$ cat config.mk
export PLATFORM = sky130hd
export DESIGN_NAME = clock_time_ctrl
export DESIGN_NICKNAME = d
export VERILOG_FILES = /design/src/rtl/clock_time_ctrl.sv
export SDC_FILE = /design/constraint.sdc
export NUM_CORES = 1
export LEC_CHECK = 0
export ABC_AREA = 1
export CAP_MARGIN = 25
export CORE_ASPECT_RATIO = 0.9
export CORE_MARGIN = 3
export CORE_UTILIZATION = 48
export CTS_BUF_LIST = sky130_fd_sc_hd__clkbuf_2
export CTS_CLUSTER_DIAMETER = 120
export DETAILED_ROUTE_END_ITERATION = 10
export PLACE_DENSITY = 0.84
export SYNTH_ARGS = -nofsm -noshare
export SYNTH_HDL_FRONTEND = slang
export SYNTH_SLANG_ARGS = --single-unit
$ cat constraint.sdc
create_clock -name clk -period 1.5 [get_ports clk]
set_clock_uncertainty 0.1 [all_clocks]
set_input_delay 0.3 -clock clk [delete_from_list [all_inputs] [get_ports clk]]
set_output_delay 0.3 -clock clk [all_outputs]
set_load 0.1 [all_outputs]
$ cat src/rtl/clock_time_ctrl.sv
// BCD hh:mm:ss clock with a RUN / SET_HOUR / SET_MIN mode FSM and an hourly chime.
// Every output is a flop; all six digits update together on a single edge.
module clock_time_ctrl #(
  parameter bit H24 = 1'b1
) (
  input  logic       clk,
  input  logic       cr,
  input  logic       tick_1hz,
  input  logic       key_mode,
  input  logic       key_inc,
  output logic [3:0] sec_lo,
  output logic [3:0] sec_hi,
  output logic [3:0] min_lo,
  output logic [3:0] min_hi,
  output logic [3:0] hour_lo,
  output logic [3:0] hour_hi,
  output logic [1:0] mode,
  output logic       chime
);

  typedef enum logic [1:0] {
    RUN      = 2'b00,
    SET_HOUR = 2'b01,
    SET_MIN  = 2'b10
  } state_e;

  // Last hour before the wrap, and the hour the counter wraps (and resets) to.
  localparam logic [3:0] HR_MAX_HI = H24 ? 4'd2 : 4'd1;
  localparam logic [3:0] HR_MAX_LO = H24 ? 4'd3 : 4'd2;
  localparam logic [3:0] HR_WRP_LO = H24 ? 4'd0 : 4'd1;
  localparam logic [3:0] HR_RST_HI = H24 ? 4'd0 : 4'd1;
  localparam logic [3:0] HR_RST_LO = H24 ? 4'd0 : 4'd2;

  state_e     state_q, state_d;
  logic [3:0] sec_lo_q, sec_lo_d, sec_hi_q, sec_hi_d;
  logic [3:0] min_lo_q, min_lo_d, min_hi_q, min_hi_d;
  logic [3:0] hour_lo_q, hour_lo_d, hour_hi_q, hour_hi_d;
  logic       chime_q, chime_d;

  logic       sec_wrap, min_wrap;
  logic [3:0] sec_lo_inc, sec_hi_inc, min_lo_inc, min_hi_inc, hour_lo_inc, hour_hi_inc;

  // Incremented values of each field, shared by RUN carries and set-mode keys.
  always_comb begin
    sec_wrap   = (sec_hi_q == 4'd5) && (sec_lo_q == 4'd9);
    min_wrap   = (min_hi_q == 4'd5) && (min_lo_q == 4'd9);
    sec_lo_inc = (sec_lo_q == 4'd9) ? 4'd0 : sec_lo_q + 4'd1;
    sec_hi_inc = (sec_lo_q == 4'd9) ? ((sec_hi_q == 4'd5) ? 4'd0 : sec_hi_q + 4'd1) : sec_hi_q;
    min_lo_inc = (min_lo_q == 4'd9) ? 4'd0 : min_lo_q + 4'd1;
    min_hi_inc = (min_lo_q == 4'd9) ? ((min_hi_q == 4'd5) ? 4'd0 : min_hi_q + 4'd1) : min_hi_q;
    if ((hour_hi_q == HR_MAX_HI) && (hour_lo_q == HR_MAX_LO)) begin
      hour_hi_inc = 4'd0;
      hour_lo_inc = HR_WRP_LO;
    end else if (hour_lo_q == 4'd9) begin
      hour_hi_inc = hour_hi_q + 4'd1;
      hour_lo_inc = 4'd0;
    end else begin
      hour_hi_inc = hour_hi_q;
      hour_lo_inc = hour_lo_q + 4'd1;
    end
  end

  always_comb begin
    state_d   = state_q;
    sec_lo_d  = sec_lo_q;
    sec_hi_d  = sec_hi_q;
    min_lo_d  = min_lo_q;
    min_hi_d  = min_hi_q;
    hour_lo_d = hour_lo_q;
    hour_hi_d = hour_hi_q;
    chime_d   = 1'b0;
    // key_mode wins over both tick_1hz and key_inc in every state.
    unique case (state_q)
      RUN: begin
        if (key_mode) begin
          state_d = SET_HOUR;
        end else if (tick_1hz) begin
          sec_lo_d = sec_lo_inc;
          sec_hi_d = sec_hi_inc;
          if (sec_wrap) begin
            min_lo_d = min_lo_inc;
            min_hi_d = min_hi_inc;
            if (min_wrap) begin
              hour_lo_d = hour_lo_inc;
              hour_hi_d = hour_hi_inc;
              chime_d   = 1'b1;
            end
          end
        end
      end
      SET_HOUR: begin
        if (key_mode) begin
          state_d = SET_MIN;
        end else if (key_inc) begin
          hour_lo_d = hour_lo_inc;
          hour_hi_d = hour_hi_inc;
        end
      end
      SET_MIN: begin
        if (key_mode) begin
          state_d  = RUN;
          sec_lo_d = 4'd0;
          sec_hi_d = 4'd0;
        end else if (key_inc) begin
          min_lo_d = min_lo_inc;
          min_hi_d = min_hi_inc;
        end
      end
      default: state_d = RUN;
    endcase
  end

  always_ff @(posedge clk) begin
    if (cr) begin
      state_q   <= RUN;
      sec_lo_q  <= 4'd0;
      sec_hi_q  <= 4'd0;
      min_lo_q  <= 4'd0;
      min_hi_q  <= 4'd0;
      hour_lo_q <= HR_RST_LO;
      hour_hi_q <= HR_RST_HI;
      chime_q   <= 1'b0;
    end else begin
      state_q   <= state_d;
      sec_lo_q  <= sec_lo_d;
      sec_hi_q  <= sec_hi_d;
      min_lo_q  <= min_lo_d;
      min_hi_q  <= min_hi_d;
      hour_lo_q <= hour_lo_d;
      hour_hi_q <= hour_hi_d;
      chime_q   <= chime_d;
    end
  end

  assign sec_lo  = sec_lo_q;
  assign sec_hi  = sec_hi_q;
  assign min_lo  = min_lo_q;
  assign min_hi  = min_hi_q;
  assign hour_lo = hour_lo_q;
  assign hour_hi = hour_hi_q;
  assign mode    = state_q;
  assign chime   = chime_q;

endmodule

==> key figures <==
Run status
  • Status: finished with violations
  • Failing checks: negative setup slack

Finish
  • Diode count: 0
  • Final Util: 94.10%
  • Final instance count without filler cells: 366
  • P&R area growth vs syn: 80.97%
  • Design Area, Final: 0.002975 mm²
  • NumNets Final: 338
  • Commonest non-fill, non-tap cell in the layout: nand2_1
  • Fraction of layout cells with a size suffix above 1: 50.00%
  • Most frequent cells in the layout: nand2_1, inv_1, buf_4

Clocking
  • CTS Buffer Depth: 2
  • H-tree depth: 1
  • CTS Hold Buffers Added: 0
  • Clock Pin Slew Worst Setup and Hold Paths: 260 ps
  • Root buf cell: clkbuf_2
  • Worst-skew pair later-pin latency: 400 ps
  • TritonCTS buffer count: 3
  • CTS tree: done
  • Clk sink count: 27

Routing
  • Initial DRC count: 235
  • Wire per inst: 19.68 µm
  • Total vias in the final route: 2,193
  • Antenna viol nets, final: 0
  • Final wirelength: 7.202 mm
  • Drc violations: 0
  • Vias per inst: 5.992
  • Number of iterations in the first detailed-routing pass: 6

Critical path
  • Crit start category: flop
  • Setup crit end kind: flop
  • Worst EP required: 1750 ps
  • Crit Path Category: flop to flop
  • Crit path DAT: 2020 ps
  • Worst-path fanout max: 10

STA
  • Setup slack after layout: -268.8 ps
  • Worst-Margin Slew: 499.3 ps
  • Fin. Hold Viols: 0
  • Final Setup Violations: 29
  • Final Cycle Share: 117.9%
  • Slew margin rel.: 66.71%
  • Fmax: 0.5654 GHz
  • Worst hold margin: 392.7 ps
  • TNS Setup: -2811 ps
  • Minimum clock period after layout: 1769 ps
  • Slew Viols, Final: 0
  • RSZ-0062 raised after global routing: true

Run
  • Max Cap Viol: 0

GRT
  • First-pass GRT wire length: 7.521 mm
  • Largest net degree at the start of global routing: 15
  • Number of global-route vias before repair: 1,704
  • Gr usage total: 23.93%
  • GRT overflow: 0
  • Initial antenna violation count: 0

Hold path
  • Hold Crit Class: input pin to flop

Power
  • PD cells: 524.9 mW/mm²
  • Leak Pwr: 1.281 nW
  • Peak supply drop: 607.3 µV
  • Total power: 1.562 mW

Floorplan
  • Starting Density: 52.00%
  • Core region area: 0.003162 mm²
  • Core Rows: 19
  • Die H: 61.52 µm
  • DIE WIDTH: 67.69 µm
  • Io pins: 32
  • Die Footprint: 0.004164 mm²

Placement
  • Dpl ws: -462.6 ps
  • Inst Count DP: 337
  • DP Wirelength: 3.254 mm
  • IO buf count: 31
  • Area post-placement: 0.002562 mm²
  • RePlAce Congestion: 0.8402

Yosys
  • Post-synthesis sequential area ratio: 32.88%
  • Synthesized flop and latch total: 27
  • Synthesized net count: 261
  • Count of cell types in the netlist: 28
  • Mapped Area: 0.001644 mm²
  • Synth warn: 0
  • Cells after Synth: 248
  • Syn avg cell area: 6.629 µm²
[metal layers]
layer	vias to the layer above	wire length (µm)	share of wire, %	GRT usage, %
li1	935	-	-	-
met1	1027	2539	35	29.09
met2	187	3515	49	41.89
met3	44	791	11	6.022
met4	0	355	4.9	6.936
met5	-	0	0	0
[critical path: stages, from the launching register on]
cell	delay [ps]
dfxtp_2	420
inv_1	120
nand2_1	90
nor2_1	210
nand2_1	160
nand2_2	220
nand3_2	140
inv_2	100
nor2_1	60
nor2_1	110
[cell families after synthesis]
logic type	synth area share (%)
adders and majority gates	6.089
and+or+nand+nor	36.99
DFF	32.88
AOI/OAI and AO/OA	9.818
xor gates and xnor gates	3.196
buffers and inverters	11.03
[layout make-up]
class | instances | area [µm²]
clock buffer | 4 | 20.02
fill | 85 | 186.4
inverter | 46 | 192.7
multi-input combinational | 174 | 1142
sequential | 27 | 620.6
tap | 42 | 52.55
timing repair buffer | 73 | 947.2
[repair_timing]
item | 4_1_cts | 5_1_grt
setup endpoints to repair | 20 | 34
pin swaps | 8 | 14
setup buffers | 6 | 18
gates resized for setup | 14 | 48
gates cloned | 1 | 0
[where the power goes]
part | internal [mW] | leakage, nW | switching [mW] | total, mW
combinational | 0.196 | 1.03 | 0.316 | 0.512
clock | 0.0700 | 0.0166 | 0.239 | 0.309
sequential | 0.709 | 0.237 | 0.0318 | 0.741
[flip-flops by register name (all words and copies together) (netlist names)]
name	count
hour_hi	4
hour_lo	4
min_hi	4
min_lo	4
sec_hi	4
sec_lo	4
mode	2
chime	1
[final timing paths]
check | endpoint | slack [ps] | start | cells after the start
worst min register to register | hour_hi[3]$_SDFFE_PP0P_ | 450 | hour_hi[3]$_SDFFE_PP0P_ | 2
worst min-delay path | mode[0]$_SDFFE_PP0P_ | 390 | key_mode | 3
worst max-delay path | hour_lo[0]$_SDFFE_PP0P_ | -270 | min_hi[1]$_SDFFE_PP0P_ | 9
worst max register to register | hour_lo[0]$_SDFFE_PP0P_ | -270 | min_hi[1]$_SDFFE_PP0P_ | 9
[cells in the mapped netlist]
cell | instances | area [µm²]
nand2_1 | 57 | 214.0
inv_1 | 40 | 150.1
nor2_1 | 33 | 123.9
dfxtp_1 | 27 | 540.5
a21oi_1 | 16 | 80.08
nand3_1 | 13 | 65.06
nand4_1 | 10 | 62.56
ha_1 | 8 | 100.1
o21ai_0 | 6 | 30.03
inv_2 | 5 | 18.77
nand3_2 | 5 | 50.05
nand2_2 | 4 | 25.02
xor2_1 | 4 | 35.03
clkbuf_1 | 2 | 7.510
nor2_2 | 2 | 12.51
nor2_4 | 2 | 22.52
nor3b_1 | 2 | 15.01
xnor2_1 | 2 | 17.52
a21oi_2 | 1 | 8.760
and2_1 | 1 | 6.260
clkinv_2 | 1 | 5.000
nor3_1 | 1 | 5.000
nor4_1 | 1 | 6.260
o211ai_1 | 1 | 7.510
o21ai_1 | 1 | 5.000
o21ai_4 | 1 | 16.27
o22ai_1 | 1 | 6.260
o31ai_1 | 1 | 7.510
Power figures use the tool's default switching activity.
